**src/rtl/vga_sync_gen.sv**
```systemverilog
// VGA 640x480 raster timing generator: pixel counters, active-low syncs and active-video flag.
// Define VGA_FRAME_START_EN to build the frame_start wrap strobe; otherwise frame_start is tied low.
module vga_sync_gen #(
  parameter int H_ACTIVE = 640,
  parameter int H_FP     = 16,
  parameter int H_SYNC   = 96,
  parameter int H_BP     = 48,
  parameter int V_ACTIVE = 480,
  parameter int V_FP     = 10,
  parameter int V_SYNC   = 2,
  parameter int V_BP     = 33
) (
  input  logic       clk,
  input  logic       rst,
  input  logic       pixel_en,
  output logic       hsync,
  output logic       vsync,
  output logic       video_on,
  output logic [9:0] pixel_x,
  output logic [9:0] pixel_y,
  output logic       frame_start
);

  localparam int H_TOTAL = H_ACTIVE + H_FP + H_SYNC + H_BP;
  localparam int V_TOTAL = V_ACTIVE + V_FP + V_SYNC + V_BP;

  localparam logic [9:0] H_LAST   = 10'(H_TOTAL - 1);
  localparam logic [9:0] V_LAST   = 10'(V_TOTAL - 1);
  localparam logic [9:0] H_VIS    = 10'(H_ACTIVE);
  localparam logic [9:0] V_VIS    = 10'(V_ACTIVE);
  localparam logic [9:0] HS_FIRST = 10'(H_ACTIVE + H_FP);
  localparam logic [9:0] HS_LAST  = 10'(H_ACTIVE + H_FP + H_SYNC - 1);
  localparam logic [9:0] VS_FIRST = 10'(V_ACTIVE + V_FP);
  localparam logic [9:0] VS_LAST  = 10'(V_ACTIVE + V_FP + V_SYNC - 1);

  logic [9:0] x_r;
  logic [9:0] y_r;
  logic [9:0] x_next_s;
  logic [9:0] y_next_s;
  logic       hsync_r;
  logic       vsync_r;
  logic       video_on_r;
  logic       hsync_next_s;
  logic       vsync_next_s;
  logic       video_on_next_s;

  // Next raster position: advance on pixel_en, wrap line then frame.
  always_comb begin
    x_next_s = x_r;
    y_next_s = y_r;
    if (pixel_en) begin
      if (x_r == H_LAST) begin
        x_next_s = 10'd0;
        if (y_r == V_LAST) begin
          y_next_s = 10'd0;
        end else begin
          y_next_s = y_r + 10'd1;
        end
      end else begin
        x_next_s = x_r + 10'd1;
        y_next_s = y_r;
      end
    end else begin
      x_next_s = x_r;
      y_next_s = y_r;
    end
  end

  // Decode from the next position so registered flags line up with the registered counts.
  always_comb begin
    hsync_next_s    = ~((x_next_s >= HS_FIRST) && (x_next_s <= HS_LAST));
    vsync_next_s    = ~((y_next_s >= VS_FIRST) && (y_next_s <= VS_LAST));
    video_on_next_s = (x_next_s < H_VIS) && (y_next_s < V_VIS);
  end

  // Counter and decode registers; reset state is the decode of position (0,0).
  always_ff @(posedge clk or negedge rst) begin
    if (!rst) begin
      x_r        <= 10'd0;
      y_r        <= 10'd0;
      hsync_r    <= 1'b1;
      vsync_r    <= 1'b1;
      video_on_r <= 1'b1;
    end else begin
      x_r        <= x_next_s;
      y_r        <= y_next_s;
      hsync_r    <= hsync_next_s;
      vsync_r    <= vsync_next_s;
      video_on_r <= video_on_next_s;
    end
  end

  assign pixel_x  = x_r;
  assign pixel_y  = y_r;
  assign hsync    = hsync_r;
  assign vsync    = vsync_r;
  assign video_on = video_on_r;

`ifdef VGA_FRAME_START_EN
  logic wrap_s;
  logic frame_start_r;

  // Frame wrap: the enabled edge leaving the last pixel of the last line.
  always_comb begin
    wrap_s = 1'b0;
    if (pixel_en && (x_r == H_LAST) && (y_r == V_LAST)) begin
      wrap_s = 1'b1;
    end else begin
      wrap_s = 1'b0;
    end
  end

  // One-clk strobe; cleared on every other edge, including non-enabled ones.
  always_ff @(posedge clk or negedge rst) begin
    if (!rst) begin
      frame_start_r <= 1'b0;
    end else begin
      frame_start_r <= wrap_s;
    end
  end

  assign frame_start = frame_start_r;
`else
  assign frame_start = 1'b0;
`endif

endmodule
```
**config.mk**
```make
export PLATFORM = sky130hd
export DESIGN_NAME = vga_sync_gen
export DESIGN_NICKNAME = d
export VERILOG_FILES = /design/src/rtl/vga_sync_gen.sv
export SDC_FILE = /design/constraint.sdc
export NUM_CORES = 1
export LEC_CHECK = 0
export CORE_ASPECT_RATIO = 0.5
export CORE_MARGIN = 5
export CORE_UTILIZATION = 48
export CTS_BUF_LIST = sky130_fd_sc_hd__clkbuf_2
export DETAILED_ROUTE_END_ITERATION = 12
export GPL_TIMING_DRIVEN = 1
export PLACE_DENSITY = 0.78
export SLEW_MARGIN = 20
export SYNTH_ARGS = -nofsm -noshare
export SYNTH_HDL_FRONTEND = slang
export SYNTH_SLANG_ARGS = --single-unit
```
**constraint.sdc**
```tcl
create_clock -name clk -period 1.77 [get_ports clk]
set_input_delay 0.531 -clock clk [delete_from_list [all_inputs] [get_ports clk]]
set_output_delay 0.531 -clock clk [all_outputs]
set_load 0.05 [all_outputs]
```
==> results of run 1 <==
layout make-up:
cell class              instances  area, µm²  area share
clock buffers                   4      20.02    0.007726
inverters                       8      32.53     0.01255
multi-input cells             107      965.9      0.3728
flip-flops and latches         23      600.6      0.2318
well taps                      37      46.29     0.01787
repair buffers                 81      925.9      0.3573
state kept, by name, summed over array words and instances, names as in the netlist:
name	cells
hsync	1
vsync	1
video_on	1
pixel_y	10
pixel_x	10
final timing paths:
check	slack, ns	start	to	cells past startpoint
max in group asynchronous	0.91	rst	vsync$_DFF_PN1_	2
worst max-delay path	-0.43	pixel_y[0]$_DFF_PN0_	vsync$_DFF_PN1_	7
worst max register to register	-0.43	pixel_y[0]$_DFF_PN0_	vsync$_DFF_PN1_	7
worst min-delay path	0.34	rst	pixel_x[4]$_DFF_PN0_	1
worst min register to register	0.69	pixel_y[7]$_DFF_PN0_	pixel_y[7]$_DFF_PN0_	2
min in group clk	0.69	pixel_y[7]$_DFF_PN0_	pixel_y[7]$_DFF_PN0_	2
per-layer routing:
layer  up-vias  global-route usage  part of all wire
met5         -                   0                 0
met4         0              0.1477             0.080
met3        81             0.08769              0.13
met2       223              0.4797              0.43
met1       888              0.3763              0.35
li1        699                   -                 -
per-stage QoR:
| step | power (µW) | worst slack, ns |
|---|---|---|
| finish | 2284 | -0.4264 |
| global route | 2337 | -0.4803 |
| CTS | 2142 | -0.1764 |
| detailed placement | 1886 | -0.7574 |
| global placement | 1818 | -0.6422 |
| floorplan | 1255 | -0.2006 |
worst register-to-register path: cells and delay by family (launching register included):
kind | cells | cell delay, ns
AO/OA/AOI/OAI | 2 | 0.80
adder cells (fa/ha/maj) | 1 | 0.14
buffers and inverters | 1 | 0.11
flip-flops | 1 | 0.50
AND/OR/NAND/NOR | 3 | 0.60
placed cells by master, fill, tap and decap left out, types with 2 or more instances in the layout:
master	synthesis	final
nor2_1	5	4
or4_4	0	2
o21ai_1	0	2
dfstp_2	3	3
a21oi_1	4	2
o21ai_2	0	2
dfrtp_1	20	5
buf_6	2	7
nor2b_1	2	2
o211ai_1	2	2
nand2_1	15	14
ha_4	0	3
inv_1	8	6
a2111oi_2	0	2
nand4_1	8	8
o31ai_1	5	2
xnor2_1	3	3
o31ai_2	0	3
buf_12	0	23
nor3b_4	1	3
o21ai_0	7	3
and4_4	0	4
nand3_1	8	8
xor2_1	6	5
clkbuf_2	3	4
mux2i_1	2	2
buf_4	1	49
dfrtp_2	0	14
kinds of logic (layout without fill, tap and decap cells):
family | Yosys count | in the layout
AO/OA/AOI/OAI | 30 | 30
buffers and inverters | 19 | 93
multiplexers | 2 | 2
AND/OR/NAND/NOR | 62 | 62
XOR/XNOR | 9 | 9
flip-flops | 23 | 23
adder cells (fa/ha/maj) | 3 | 3
other | 1 | 1
repair_timing:
item | CTS | global route
gates resized for setup | 25 | 31
buffers inserted | 6 | 4
setup endpoints to repair | 15 | 14
pin swaps | 11 | 10
power by group through the flow:
stage / Sequential, µW / Clock [µW] / Combinational, µW
final: 739 / 246 / 1300
after global routing: 739 / 253 / 1340
after CTS: 706 / 238 / 1200
after detailed placement: 712 / 0 / 1170
after global placement: 703 / 0 / 1110
after floorplan: 1000 / 0 / 254
==> metrics, run 1 <==
status=finished, violations left; failing checks=setup timing; largest net degree at the start of global routing=13; FP Rows=13; worst-case clock buffer depth=2; clock root buffer=clkbuf_2; Gate Count Post-Synth=roughly 150; Slew HR=0.6526; chip width=86.69 µm; warnings from Yosys=0; most frequent cell after synthesis=dfrtp_1; Netlist Area Pre-Place=1411 µm²; largest family of logic cells by synthesized area=simple AND/OR/NAND/NOR gates; final hold vios=0; top cell family by delay on the critical path=compound AO/OA/AOI/OAI gates; largest fanout on the critical path=5; Post-synth top cells=dfrtp_1, nand2_1, inv_1, nand3_1, nand4_1; period utilisation layout=1.241; Reg power frac=0.323; CP Cell Sequence=buf_6, ha_4, nand4_1, a2111oi_2, nand3_1, a32oi_4, nand4b_1; gp weighted congestion=0.8762; sequential area share after synthesis=0.4105; number of flops mapped to enable cells by yosys=0; # fillers=57; DR WL/cell=approximately 28 µm; Die Ht=roughly 48 µm; Max Cap Viol=0; drt pass-1 iters=5; Post-Synth Simple-Gate Area=0.2722; Peak supply drop=~0.0016 V; total core area=about 2700 µm²; Vias per Instance=7.273; initial antenna violation count=0; Clock Latency Late Sink=approximately 0.37 ns; total leakage power=roughly 0.0011 µW; final net count=230; Syn Nets=between 150 and 200; actual slew at the worst max-slew pin=slightly above 0.5 ns; Buffers on Ports=25; # hold bufs at CTS=0; Synth cell types=between 40 and 50; vias in the first global route=around 1800; FMAX=about 460 MHz; post-synthesis register bit count=23; Placed Area=roughly 2300 µm²; Critical Path Source Type=flop; Antenna Cells=0; post-DP HPWL=3647 µm; minimum clock period=around 2.2 ns; Top Ports=27; final slew viol count=0; cell area after layout=2591 µm²; Final setup viols=15; ys flop type=dfrtp_1; post-layout util=0.9597; clock skew=~0.0095 ns; Post-Syn Area per Cell=about 9.5 µm²; arrival time of the worst setup path=2.51 ns; final hold slack=0.3389 ns; Internal Power=~1200 µW; routed vias=1891; DRT iter0 DRCs=between 200 and 300; DR DRC count=0; Slowest-stage cell, CP=a2111oi_2; drt total wl=7375 µm; Area Overhead vs Synth=83.60%; Hold Path Class=in -> async; CTS Buf Count=3; RSZ-0062 raised after global routing=yes; clock share of power=0.108; Synth Area in Adders=0.02660; sw frac=0.4572; initial core utilization=0.5227; Setup CP Type=reg -> reg; mux cell area share after synthesis=0.01418; Worst EP required=between 2 and 2.5 ns; first-pass GRT wire length=between 9000 and 10000 µm; layout cells sized above 1=0.6143; Placed Cells=~250; xor/xnor share of the synthesized area=0.05585; final non-filler cell total=260; WP buf/inv=1; die area=4191 µm²; post-route ant nets=0; Synth area leaders=dfrtp_1, dfstp_2, nand2_1; CTS tree=done; Setup TNS=-2.187 ns; H-tree levels=1; final setup margin=-0.4264 ns; Yosys top cell by area=dfrtp_1; Clock transition at path regs=approximately 0.25 ns; CP max stage delay=around 0.52 ns; post-synth top area share=0.3546; combinational fraction of design power=0.569; pwr dens=881.5 nW/µm²; CTS Sinks=23; Async S/R FF share, synth=1.000; GR Util All Layers=0.3026; CP Capture Type=flop; Synth Area in Compound Gates=0.1498; total congestion overflow=0; P_sw=between 1000 and 1500 µW
Note: power is estimated with default switching activity, not from simulation.
==> run 2: changes to the inputs <==
--- a/config.mk
+++ b/config.mk
@@ -5,7 +5,8 @@
 export SDC_FILE = /design/constraint.sdc
 export NUM_CORES = 1
 export LEC_CHECK = 0
-export CORE_ASPECT_RATIO = 0.5
+export ABC_AREA = 0
+export CORE_ASPECT_RATIO = 1.75
 export CORE_MARGIN = 5
 export CORE_UTILIZATION = 48
 export CTS_BUF_LIST = sky130_fd_sc_hd__clkbuf_2
==> run 2 against run 1 <==
Net effect: the flow still finishes with violations (setup timing); register-to-register slack improved by 0.17 ns; core utilization decreased by 5.3 points; die area decreased by 0.55%; count of clock-buffer cells in the layout unchanged; fmax increased by 8.3%; critical path depth unchanged; critical path type unchanged; largest power group unchanged.
==> metrics, run 2 (synthesis results as in run 1) <==
worst-case clock buffer depth=2 (unchanged); arrival time of the worst setup path=2.34 ns (was 2.51 ns); Area Overhead vs Synth=83.87% (was 83.60%); total congestion overflow=0 (unchanged); failing checks=setup timing (unchanged); Setup CP Type=reg -> reg (unchanged); DR WL/cell=22.57 µm (was 28.37 µm); commonest non-fill, non-tap cells in the layout=buf_4, buf_12, nand2_1, dfrtp_2, nand4_1 (was buf_4, buf_12, nand2_1, dfrtp_2); minimum clock period=2.029 ns (was 2.196 ns); total leakage power=0.001094 µW (was 0.001086 µW); post-route ant nets=0 (unchanged); Critical Path Source Type=flop (unchanged); Max Cap Viol=0 (unchanged); period utilisation layout=1.146 (was 1.241); H-tree levels=1 (unchanged); Die Ht=81.74 µm (was 48.35 µm); final hold slack=0.4866 ns (was 0.3389 ns); first-pass GRT wire length=8404 µm (was 9860 µm); Final setup viols=9 (was 15); initial core utilization=0.4930 (was 0.5227); gp weighted congestion=0.8684 (was 0.8762); status=finished, violations left (unchanged); GR Util All Layers=0.2710 (was 0.3026); Antenna Cells=0 (unchanged); CTS tree=done (unchanged); CP Capture Type=flop (unchanged); # hold bufs at CTS=0 (unchanged); drt total wl=5824 µm (was 7375 µm); total core area=2863 µm² (was 2700 µm²); chip width=50.99 µm (was 86.69 µm); Clock Latency Late Sink=0.37 ns (about the same); final hold vios=0 (unchanged); Hold Path Class=in -> async (unchanged); final slew viol count=0 (unchanged); Buffers on Ports=25 (unchanged); most common cell after layout, fill and taps aside=buf_4 (unchanged); final setup margin=-0.2588 ns (was -0.4264 ns); die area=4168 µm² (was 4191 µm²); largest fanout on the critical path=4 (was 5); DRT iter0 DRCs=97 (was 269); CTS Sinks=23 (unchanged); final net count=237 (was 230); vias in the first global route=1666 (was 1791); Worst EP required=2.08 ns (about the same); Reg2Reg Depth=7 (unchanged); Placed Cells=241 (was 247); RSZ-0062 raised after global routing=yes (unchanged); final non-filler cell total=258 (was 260); initial antenna violation count=0 (unchanged); Peak supply drop=0.0009263 V (was 0.001643 V); Top Ports=27 (unchanged); CTS Buf Count=3 (unchanged); drt pass-1 iters=6 (was 5); routed vias=1657 (was 1891); Clock transition at path regs=0.23 ns (was 0.25 ns); FP Rows=26 (was 13); Design Power=2244 µW (was 2284 µW); clock root buffer=clkbuf_2 (unchanged); FMAX=492.9 MHz (was 455.3 MHz); post-DP HPWL=3640 µm (was 3647 µm); Vias per Instance=6.422 (was 7.273); pwr dens=864.8 nW/µm² (was 881.5 nW/µm²); DR DRC count=0 (unchanged); clock skew=0.005848 ns (was 0.009476 ns); layout cells sized above 1=0.6130 (was 0.6143); largest net degree at the start of global routing=24 (was 13)
## run 2: cell types whose count changed in the layout (fill, tap and decap cells not counted), sizes merged
cell  change
buf       +7
## run 2: metal layers
| metal | wire [µm] | global-route usage |
|---|---|---|
| met5 | 0 | 0 |
| met4 | 349 | 0.1509 |
| met3 | 355 | 0.03448 |
| met2 | 3139 | 0.4925 |
| met1 | 1980 | 0.2926 |
## run 2: power by group
| part | total, µW | switching (µW) | internal (µW) |
|---|---|---|---|
| clock | 239 | 179 | 59.5 |
| combinational | 1300 | 686 | 613 |
| sequential | 707 | 89.3 | 617 |
## run 2: critical path: stages, from the launching register on
cell,delay [ns]
dfrtp_4,0.51
ha_4,0.14
nand4_1,0.15
buf_4,0.20
a2111oi_4,0.32
nand3_2,0.17
a32oi_4,0.32
nand4b_1,0.16
## run 2: metrics by stage
stage	worst slack (ns)	instance area, µm²	util	TNS [ns]
after floorplan	-0.2006	1479	-	-0.3751
after global placement	-0.6093	2282	0.7972	-7.465
after detailed placement	-0.7090	2282	0.7972	-8.844
after CTS	-0.1920	2450	0.8558	-0.3986
after global routing	-0.3439	2595	0.9065	-1.607
final	-0.2588	2595	0.9065	-0.7402
## run 2: area by class of cell
cell class | instances | area [µm²]
inverter | 8 | 30.03
multi-input combinational | 107 | 945.9
sequential | 23 | 600.6
fill | 110 | 267.8
timing repair buffer | 88 | 963.4
tap | 28 | 35.03
clock buffer | 4 | 20.02
## run 2: final timing paths
kind	from	endpoint	slack, ns
worst min-delay path	rst	pixel_y[0]$_DFF_PN0_	0.49
worst min register to register	pixel_x[1]$_DFF_PN0_	pixel_x[1]$_DFF_PN0_	0.65
max in group asynchronous	rst	video_on$_DFF_PN1_	1.00
worst max register to register	pixel_y[0]$_DFF_PN0_	vsync$_DFF_PN1_	-0.26
min in group clk	pixel_x[1]$_DFF_PN0_	pixel_x[1]$_DFF_PN0_	0.65
worst max-delay path	pixel_y[0]$_DFF_PN0_	vsync$_DFF_PN1_	-0.26
## run 2: repair_timing
item	in CTS	in global routing
endpoints found under the setup margin	11	9
resized for setup	22	21
pin swaps	14	11
buffers inserted	10	4
==> run 3: changes to the inputs <==
--- a/config.mk
+++ b/config.mk
@@ -13,7 +13,7 @@
 export DETAILED_ROUTE_END_ITERATION = 12
 export GPL_TIMING_DRIVEN = 1
 export PLACE_DENSITY = 0.78
-export SLEW_MARGIN = 20
+export SLEW_MARGIN = 10
 export SYNTH_ARGS = -nofsm -noshare
 export SYNTH_HDL_FRONTEND = slang
 export SYNTH_SLANG_ARGS = --single-unit
==> results of run 3 <==
No change in the layout: final DEF, timing and power equal those of run 2.
